## src/rtl/pwm_pkg.sv

```systemverilog
// Shared types for the center-aligned PWM stage: one-hot dead-time FSM states
// and the state the FSM wakes up in after reset.
package pwm_pkg;

    typedef enum logic [3:0] {
        LO_ON    = 4'b0001,
        DT_TO_HI = 4'b0010,
        HI_ON    = 4'b0100,
        DT_TO_LO = 4'b1000
    } pwm_state_t;

    // Waking in a dead-time window guarantees both gates start released.
    localparam pwm_state_t PWM_RESET_STATE = DT_TO_LO;

endpackage

```

## src/rtl/deadtime_inserter.sv

```systemverilog
// Converts a registered demand level into a complementary gate pair with a
// programmable break-before-make gap of dead_time+1 cycles.
module deadtime_inserter
    import pwm_pkg::*;
#(
    parameter int DT_W = 4
) (
    input  logic            clk,
    input  logic            rst,
    input  logic            demand,
    input  logic [DT_W-1:0] dead_time,
    output logic            pwm_hi,
    output logic            pwm_lo
);

    pwm_state_t      state, state_nxt;
    logic [DT_W-1:0] cnt, cnt_nxt;
    logic [DT_W-1:0] dt_lat, dt_lat_nxt;

    always_ff @(posedge clk) begin
        if (rst) begin
            state  <= PWM_RESET_STATE;
            cnt    <= '0;
            dt_lat <= dead_time;
        end else begin
            state  <= state_nxt;
            cnt    <= cnt_nxt;
            dt_lat <= dt_lat_nxt;
        end
    end

    // dead_time is latched only when a window opens; cnt stops at dt_lat.
    always_comb begin
        state_nxt  = state;
        cnt_nxt    = cnt;
        dt_lat_nxt = dt_lat;
        case (state)
            LO_ON: begin
                if (demand) begin
                    state_nxt  = DT_TO_HI;
                    cnt_nxt    = '0;
                    dt_lat_nxt = dead_time;
                end
            end
            DT_TO_HI: begin
                if (!demand) begin
                    state_nxt = LO_ON;
                end else if (cnt == dt_lat) begin
                    state_nxt = HI_ON;
                end else begin
                    cnt_nxt = cnt + DT_W'(1);
                end
            end
            HI_ON: begin
                if (!demand) begin
                    state_nxt  = DT_TO_LO;
                    cnt_nxt    = '0;
                    dt_lat_nxt = dead_time;
                end
            end
            DT_TO_LO: begin
                if (demand) begin
                    state_nxt = HI_ON;
                end else if (cnt == dt_lat) begin
                    state_nxt = LO_ON;
                end else begin
                    cnt_nxt = cnt + DT_W'(1);
                end
            end
            default: begin
                state_nxt  = PWM_RESET_STATE;
                cnt_nxt    = '0;
                dt_lat_nxt = dead_time;
            end
        endcase
    end

    assign pwm_hi = (state == HI_ON);
    assign pwm_lo = (state == LO_ON);

endmodule

```

## src/rtl/center_pwm.sv

```systemverilog
// Center-aligned PWM: double-buffered duty committed at the carrier valley,
// registered compare against the triangle, then dead-time insertion.
module center_pwm
    import pwm_pkg::*;
#(
    parameter int N    = 8,
    parameter int DT_W = 4
) (
    input  logic            clk,
    input  logic            rst,
    input  logic            ena,
    input  logic [N-1:0]    carrier,
    input  logic [N-1:0]    duty_in,
    input  logic            duty_wr,
    input  logic [DT_W-1:0] dead_time,
    output logic            pwm_hi,
    output logic            pwm_lo,
    output logic [N-1:0]    duty_active,
    output logic            sync
);

    logic [N-1:0] shadow;
    logic         demand;
    logic         valley;

    assign valley = ena && (carrier == '0);

    always_ff @(posedge clk) begin
        if (rst) begin
            shadow <= '0;
        end else if (duty_wr) begin
            shadow <= duty_in;
        end
    end

    // Commit sees the pre-edge shadow, so a same-cycle write waits a period.
    always_ff @(posedge clk) begin
        if (rst) begin
            duty_active <= '0;
            sync        <= 1'b0;
        end else begin
            sync <= valley;
            if (valley) begin
                duty_active <= shadow;
            end
        end
    end

    always_ff @(posedge clk) begin
        if (rst) begin
            demand <= 1'b0;
        end else begin
            demand <= (carrier < duty_active);
        end
    end

    deadtime_inserter #(
        .DT_W(DT_W)
    ) u_dt (
        .clk      (clk),
        .rst      (rst),
        .demand   (demand),
        .dead_time(dead_time),
        .pwm_hi   (pwm_hi),
        .pwm_lo   (pwm_lo)
    );

endmodule

```

## config.mk

```make
export PLATFORM = sky130hd
export DESIGN_NAME = center_pwm
export DESIGN_NICKNAME = d
export VERILOG_FILES = /design/src/rtl/pwm_pkg.sv /design/src/rtl/deadtime_inserter.sv /design/src/rtl/center_pwm.sv
export SDC_FILE = /design/constraint.sdc
export NUM_CORES = 1
export LEC_CHECK = 0
export ABC_AREA = 0
export BUFFER_PORTS_ARGS = -buffer_cell sky130_fd_sc_hd__buf_2
export CAP_MARGIN = 20
export CORE_MARGIN = 3
export CORE_UTILIZATION = 50
export CTS_BUF_LIST = sky130_fd_sc_hd__clkbuf_8
export DETAILED_ROUTE_END_ITERATION = 6
export MAX_ROUTING_LAYER = met4
export PLACE_DENSITY = 0.8
export SKIP_LAST_GASP = 1
export SYNTH_ARGS = -nofsm -noshare
export SYNTH_HDL_FRONTEND = slang
export SYNTH_SLANG_ARGS = --single-unit
```

## constraint.sdc

```tcl
create_clock -name clk -period 3.4 [get_ports clk]
set_input_delay 0.17 -clock clk [delete_from_list [all_inputs] [get_ports clk]]
set_output_delay 0.17 -clock clk [all_outputs]
set_load 0.03 [all_outputs]
```

==> run summary, run 1 <==
Root Buffer: clkbuf_8
Die width: 61.3 um
Worst IR drop on VDD: 0.000345 V
Setup slack, reg-to-reg: 1630 ps
First-pass GRT wire length: 5250 um
Commonest non-fill, non-tap cell in the layout: buf_2
FF-to-FF path depth: 5
Setup TNS Final: 0 ps
Setup violations, final: 0
Clock sink total: 30
Nets@finish: 221
Library cells used by synthesis: 41
Worst-margin pin slew: 626 ps
Clock Skews: 7.49 ps
Fin crit share: 0.522
Hold_sp: dead_time[3]
Starting density of the core: 0.541
Cell breakdown of the critical path: and3b_1 > o21ai_1 > o41ai_4 > nor4_1 > a31o_1
Post-CTS sizing: 0
Most frequent cells in the layout: 34 x buf_2, 26 x dfxtp_1, 22 x nor2_1, 17 x mux2i_1, 11 x inv_1
I/O pin count: 35
Initial antenna violation count: 0
RSZ-0062 raised after global routing: false
Pin count of the biggest net entering global routing: 28
Fraction of layout cells with a size suffix above 1: 0.242
Crit start category: register
Number of global-route vias before repair: 1208
HPWL Detailed: 2240 um
Crit path kind: register to register
Yosys Warn Count: 0
Post-Syn Instances: 158
Final GP Congestion: 0.837
Row count: 19
Critical Path Sink Type: register
Outcome: finished clean
Flops & latches, synth: 30
Fmax: 564 MHz
Worst path slowest cell: dfxtp_1
WHS Path Cells: 1
RR Startpoint: u_dt.state[0]
Syn_area_per_cell: 9.68 sq um
Die ar.: 3760 sq um
Lkg Pwr: 0.000862 uW
Max cap viols: 0
Placement Cell Area: 1700 sq um
DR vias: 1241
Filler instances: 229
Crit-path max cell delay: 620 ps
Relative slew slack: 0.580
Final Hold Viols: 0
Syn_nets: 190
Clk_lat worst skew: 280 ps
CP Launch Point: u_dt.state[0]
Grt ovf: 0
RR Endpoint: u_dt.state[0]
Power per cell area: 638 nW/um^2
Die Y: 61.3 um
TritonCTS clock tree: yes
Sequential share of the synthesized area: 0.419
Core Region: 2830 sq um
Hold-fix buffers, CTS: 0
Ant diodes: 0
Hold EP: u_dt.dt_lat[3]
Design Area, Final: 1810 sq um
Worst hold path type: input pin to register
Routed wire length: 3060 um
H-tree depth: 2
CP max FO: 13
PortBufs: 34
Data arrival, critical path: 1990 ps
CTS buffer count: 5
Residual DRC: 0
Area delta synth->final: 18.1%
CTS max path bufs: 2
Post-DR vias/cell: 5.62
Tot GR Track Use: 0.195
Count of final max-slew check failures: 0
Critical Path RT: 3620 ps
DR pass1 iterations: 4
Postcts setup bufs: 0
Avg WL per Cell: 13.9 um
Clk slew on worst S/H paths: 70 ps
Cell area after synthesis: 1530 sq um
Post-DRT Antenna Nets: 0
DRT iter0 DRCs: 28
Tmin final: 1770 ps
==> where the power goes <==
part	switching (uW)	leakage, uW	internal [uW]
Sequential	75.5	0.000252	411
Clock	130	0.0000575	204
Combinational	169	0.000552	163
==> critical path: cells and delay by family (launching register included) <==
family | cells | cell delay [ps]
AO/OA/AOI/OAI | 3 | 590
flip-flops | 1 | 620
AND/OR/NAND/NOR | 2 | 510
==> registers in the layout (all words and copies together), names as in the netlist <==
register	count
sync	1
duty_active	8
u_dt.state	4
shadow	8
demand	1
u_dt.dt_lat	4
u_dt.cnt	4
==> cell usage after synthesis, drive strengths merged <==
library cell / count / share of area
dfxtp: 26 / 0.34
nor2: 22 / 0.054
mux2i: 17 / 0.11
inv: 11 / 0.027
ha: 8 / 0.065
nand2: 6 / 0.015
a21o: 5 / 0.025
buf: 5 / 0.016
clkbuf: 5 / 0.012
nand4: 5 / 0.020
xnor2: 5 / 0.029
edfxtp: 4 / 0.078
a21oi: 3 / 0.0098
and3b: 3 / 0.017
nor3: 3 / 0.0098
nor4b: 3 / 0.025
o21ai: 3 / 0.0098
a211oi: 2 / 0.0098
nor4: 2 / 0.0082
o2bb2ai: 2 / 0.011
a21boi: 1 / 0.0049
a22oi: 1 / 0.0049
a31o: 1 / 0.0057
and4: 1 / 0.0074
nand2b: 1 / 0.0041
nand3: 1 / 0.0033
nand4b: 1 / 0.0057
nor2b: 1 / 0.0041
nor3b: 1 / 0.0049
o211a: 1 / 0.0065
o221ai: 1 / 0.0057
o22ai: 1 / 0.0041
o31a: 1 / 0.0057
o31ai: 1 / 0.0049
o41a: 1 / 0.0074
o41ai: 1 / 0.018
or3: 1 / 0.0041
or4: 1 / 0.0049
==> how the worst max path moves through the flow <==
stage                    end  slack (ps)
2_1_floorplan         pwm_hi        1630
3_3_place_gp     u_dt.cnt[0]        1780
3_5_place_dp     u_dt.cnt[0]        1740
4_1_cts        u_dt.state[0]        1640
5_1_grt          u_dt.cnt[0]        1540
6_report       u_dt.state[0]        1630
==> through the flow <==
stage | power, uW | instances | util | hold WS, ps | setup slack, ps
3_5_place_dp | 812 | 213 | 0.600 | 348 | 1740
6_report | 1150 | 221 | 0.639 | 63.2 | 1630
3_3_place_gp | 795 | 213 | 0.600 | 349 | 1780
2_1_floorplan | 748 | 158 | - | 269 | 1630
4_1_cts | 1150 | 221 | 0.639 | 57.5 | 1640
5_1_grt | 1220 | 221 | 0.639 | 57.9 | 1540
==> cell type report <==
class                      instances  area (sq um)  share of cell area
clock buffer                       8           110              0.0609
sequential                        30           641               0.355
multi-input combinational        107           806               0.446
timing repair buffer              34           170              0.0942
inverter                          11          41.3              0.0229
tap                               31          38.8              0.0215
==> per-layer routing <==
layer | global-route usage | wire (um)
met1 | 0.239 | 1420
met2 | 0.304 | 1450
met3 | 0.0398 | 149
met4 | 0.0960 | 46
met5 | - | 0
==> cell families after synthesis <==
logic type	share of synthesized area
and+or+nand+nor	0.188
AOI/OAI and AO/OA	0.133
adders and majority gates	0.0654
DFF	0.419
xor gates and xnor gates	0.0286
buffers and inverters	0.0548
muxes	0.111
Note: power is estimated with default switching activity, not from simulation.
==> run 2, diff against run 1 <==
- clock period: 3.4 -> 1.8 ns (I/O delays scaled with it)
==> run summary, run 2 (synthesis gave the netlist of run 1 again) <==
Outcome: finished clean
Clock Skews: 5.69 ps
TritonCTS clock tree: yes
Final Hold Viols: 0
Relative slew slack: 0.680
Top flop regs: duty_active x8, shadow x8
Net load switching power: 724 uW
Cell family with most CP delay: compound AO/OA/AOI/OAI gates
DRT iter0 DRCs: 67
Final GP Congestion: 0.842
Fin crit share: 0.989
Worst setup margin: 19.6 ps
Seq pwr share: 0.420
Sw frac: 0.336
Row count: 19
CTS buffer count: 5
Lkg Pwr: 0.000898 uW
HPWL Detailed: 2600 um
Core Region: 2830 sq um
FF-to-FF path depth: 5
WHS Path Cells: 3
Die Y: 61.3 um
Avg WL per Cell: 15.7 um
Root Buffer: clkbuf_8
Data arrival, critical path: 1960 ps
Logic pwr share: 0.327
Post-DR vias/cell: 5.68
Worst IR drop on VDD: 0.000651 V
Initial antenna violation count: 0
Worst hold path type: input pin to register
Critical Path Sink Type: register
Nets@finish: 228
Clock sink total: 30
Crit start category: register
Setup slack, reg-to-reg: 20 ps
Residual DRC: 0
DR pass1 iterations: 4
Design Area, Final: 1860 sq um
Crit-path max cell delay: 510 ps
Fmax: 562 MHz
Critical Path RT: 1980 ps
H-tree depth: 2
Clk_lat worst skew: 280 ps
Number of global-route vias before repair: 1325
Worst-margin pin slew: 480 ps
Clk slew on worst S/H paths: 60 ps
Pin count of the biggest net entering global routing: 28
Power per cell area: 1160 nW/um^2
Tot GR Track Use: 0.222
Die ar.: 3760 sq um
Worst path slowest cell: dfxtp_1
Fraction of layout cells with a size suffix above 1: 0.249
Cell breakdown of the critical path: nor3b_1 > a22oi_1 > o31a_1 > a21boi_1 > a211oi_1
Hold_sp: duty_in[2]
Internal power component: 1430 uW
Die width: 61.3 um
First-pass GRT wire length: 5920 um
CP max FO: 9
Post-DRT Antenna Nets: 0
Commonest non-fill, non-tap cell in the layout: buf_2
Max cap viols: 0
Worst hold margin: 47.3 ps
PortBufs: 34
I/O pin count: 35
Area delta synth->final: 21.6%
Clock share of power: 0.253
Hold EP: shadow[2]
Most frequent cells in the layout: 34 x buf_2, 25 x dfxtp_1, 22 x nor2_1, 17 x mux2i_1, 12 x inv_1
Total power: 2150 uW
Worst slack, placed: 82.1 ps
Setup TNS Final: 0 ps
RR Startpoint: u_dt.state[0]
DR vias: 1296
Setup violations, final: 0
Critical path buffers and inverters: 0
Ant diodes: 0
Count of final max-slew check failures: 0
Grt ovf: 0
Starting density of the core: 0.541
Crit path kind: register to register
Placement Cell Area: 1720 sq um
Tmin final: 1780 ps
CTS max path bufs: 2
Routed wire length: 3570 um
RR Endpoint: u_dt.cnt[0]
[run 2: cell types whose count changed in the layout (fill, tap and decap cells not counted), sizes merged]
| cell | previous run | this run |
|---|---|---|
| buf | 34 | 37 |
| dlygate4sd3 | 0 | 4 |
| clkbuf | 8 | 6 |
| inv | 11 | 12 |
| clkinv | 0 | 1 |
[run 2: through the flow]
| step | cells | util |
|---|---|---|
| floorplan | 158 | - |
| global placement | 216 | 0.608 |
| detailed placement | 216 | 0.608 |
| CTS | 228 | 0.654 |
| global route | 228 | 0.658 |
| finish | 228 | 0.658 |
[run 2: worst register-to-register path, delay by kind of cell (launching register included)]
family	cells	cell delay, ps
compound gates	4	740
flops	1	510
simple gates	1	420
[run 2: final cells by class]
class                      count  area (sq um)
multi-input combinational    107           815
timing repair buffer          41           233
clock inverter                 2          8.76
clock buffer                   6          82.6
inverter                      11          41.3
sequential                    30           642
fill                         223           968
tap                           31          38.8
[run 2: power groups by stage]
stage | registers [uW] | clock network, uW | logic (uW)
detailed placement | 910 | 0 | 670
finish | 903 | 544 | 705
CTS | 894 | 559 | 679
global placement | 894 | 0 | 629
global route | 918 | 593 | 773
floorplan | 841 | 0 | 573
[run 2: worst max path at each step]
stage / from / to / slack (ps) / cells after the start
finish: u_dt.state[0] / u_dt.cnt[0] / 20 / 5
global route: u_dt.state[0] / u_dt.cnt[0] / -100 / 5
CTS: u_dt.state[3] / u_dt.cnt[0] / 60 / 5
detailed placement: u_dt.state[3] / u_dt.cnt[0] / 80 / 5
global placement: u_dt.state[3] / u_dt.cnt[0] / 230 / 5
floorplan: u_dt.state[0] / pwm_hi / 110 / 2
[run 2: per-layer routing]
layer | wire, um | up-vias | global-route usage
met4 | 80 | 0 | 0.102
met2 | 1820 | 42 | 0.361
li1 | - | 641 | -
met1 | 1490 | 601 | 0.254
met3 | 179 | 12 | 0.0608
met5 | 0 | - | -
[run 2: repair_timing]
item,in CTS,in global routing
buffers inserted,0,0
endpoints found under the setup margin,0,1
gates resized for setup,0,2
hold endpoints to repair,4,0
hold buffers,4,0
==> run 3, diff against run 2 <==
- BUFFER_PORTS_ARGS: -buffer_cell sky130_fd_sc_hd__buf_2 -> unset
- CORE_UTILIZATION: 50 -> 65
- DONT_BUFFER_PORTS: unset -> 1
- PLACE_DENSITY: 0.8 -> 0.86
==> run summary, run 3 (synthesis gave the netlist of run 1 again) <==
Ant diodes: 0
Clock sink total: 30
Root Buffer: clkbuf_8
Initial antenna violation count: 0
Worst IR drop on VDD: 0.00130 V
Power per cell area: 1170 nW/um^2
CTS max path bufs: 2
Most frequent cells in the layout: 24 x dfxtp_1, 22 x nor2_1, 19 x dlygate4sd3_1, 17 x mux2i_1, 13 x inv_1
Cell breakdown of the critical path: xnor2_1 > and4_4 > o41ai_4 > mux2i_1 > nor2_1
WP depth: 5
Die width: 54.5 um
DR pass1 iterations: 4
Clk_lat worst skew: 290 ps
Net load switching power: 814 uW
DRT iter0 DRCs: 87
Failing checks: negative hold slack
Grt ovf: 0
Worst-margin pin slew: 810 ps
Data arrival, critical path: 1890 ps
Worst setup margin: 60.5 ps
Die Y: 54.5 um
Internal power component: 1390 uW
Cell family with most CP delay: compound AO/OA/AOI/OAI gates
Routed wire length: 4660 um
Fin crit share: 0.966
Tot GR Track Use: 0.369
Placement Cell Area: 1610 sq um
RR Endpoint: u_dt.state[1]
Sw frac: 0.369
Fmax: 575 MHz
Setup violations, final: 0
Clk slew on worst S/H paths: 70 ps
Relative slew slack: 0.458
RR Startpoint: u_dt.dt_lat[0]
Max cap viols: 0
Starting density of the core: 0.728
CP max FO: 5
Fraction of layout cells with a size suffix above 1: 0.124
Worst hold path type: input pin to register
Number of global-route vias before repair: 1417
Outcome: finished with violations
Critical Path Sink Type: register
Worst hold margin: -11.2 ps
Post-DRT Antenna Nets: 0
Crit start category: register
Lkg Pwr: 0.000846 uW
Pin count of the biggest net entering global routing: 22
Commonest non-fill, non-tap cell in the layout: dfxtp_1
Tmin final: 1740 ps
TritonCTS clock tree: yes
DR vias: 1418
Post-DR vias/cell: 6.66
First-pass GRT wire length: 7160 um
Logic pwr share: 0.349
Setup TNS Final: 0 ps
Filler instances: 67
Critical Path RT: 1950 ps
Count of final max-slew check failures: 0
RSZ-0062 raised after global routing: false
Critical path buffers and inverters: 0
Nets@finish: 218
Final Hold Viols: 2
Clock share of power: 0.229
Crit path kind: register to register
Row count: 16
CP endpoint: u_dt.state[1]
Residual DRC: 0
Postcts setup bufs: 0
Design Area, Final: 1890 sq um
Crit-path max cell delay: 450 ps
Final GP Congestion: 0.926
PortBufs: 0
FF-to-FF path depth: 5
I/O pin count: 35
HPWL Detailed: 2430 um
Core Region: 2100 sq um
Setup slack, reg-to-reg: 60 ps
Seq pwr share: 0.422
Clock Skews: 7.44 ps
CTS buffer count: 5
Avg WL per Cell: 21.9 um
Area delta synth->final: 23.5%
Top flop regs: duty_active x8, shadow x8
Die ar.: 2970 sq um
H-tree depth: 2
Worst path slowest cell: o41ai_4
CP Launch Point: u_dt.dt_lat[0]
Worst slack, placed: 144 ps
-- run 3: changes by cell type in the layout (fill, tap and decap cells not counted), sizes merged --
| cell | before | now |
|---|---|---|
| inv | 12 | 13 |
| clkinv | 1 | 0 |
| dlygate4sd3 | 4 | 19 |
| buf | 37 | 11 |
-- run 3: repair_timing --
item | CTS | global route
gates resized for setup | 0 | 3
endpoints found under the setup margin | 0 | 4
hold endpoints to repair | 25 | 0
hold buffers | 19 | 0
-- run 3: routing by layer --
metal / track usage / up-vias / part of all wire
li1: - / 619 / -
met1: 0.418 / 638 / 0.37
met2: 0.564 / 121 / 0.43
met3: 0.123 / 40 / 0.12
met4: 0.216 / 0 / 0.067
met5: - / - / 0
-- run 3: stage by stage --
| stage | cells | utilization | total power [uW] |
|---|---|---|---|
| floorplan | 158 | - | 1410 |
| global placement | 187 | 0.767 | 1490 |
| detailed placement | 187 | 0.767 | 1540 |
| CTS | 213 | 0.893 | 2080 |
| global route | 213 | 0.899 | 2270 |
| finish | 213 | 0.899 | 2210 |
-- run 3: worst min path at each step --
stage	from	cells past startpoint	slack (ps)	endpoint
final	rst	2	-10	u_dt.state[3]
after global routing	rst	2	7	u_dt.state[3]
after CTS	rst	2	7	u_dt.state[3]
after detailed placement	rst	1	170	sync
after global placement	rst	1	170	duty_active[5]
after floorplan	dead_time[0]	0	190	u_dt.dt_lat[0]
-- run 3: area by class of cell --
cell class / count / area (sq um) / share of cell area
multi-input cells: 107 / 815 / 0.431
well taps: 27 / 33.8 / 0.0179
inverters: 11 / 41.3 / 0.0219
clock buffers: 5 / 68.8 / 0.0364
clock inverters: 2 / 7.51 / 0.00397
repair buffers: 31 / 280 / 0.148
flip-flops and latches: 30 / 643 / 0.340
-- run 3: worst register-to-register path, delay by kind of cell, from the launching register on --
kind             cells  cell delay (ps)
AND/OR/NAND/NOR      2              290
XOR/XNOR             1              180
multiplexers         1              240
flip-flops           1              440
AO/OA/AOI/OAI        1              450
-- run 3: power groups by stage --
stage,clock network [uW],logic (uW),registers [uW]
detailed placement,0,627,915
CTS,482,695,902
floorplan,0,573,841
global placement,0,588,905
global route,532,804,937
finish,505,771,931
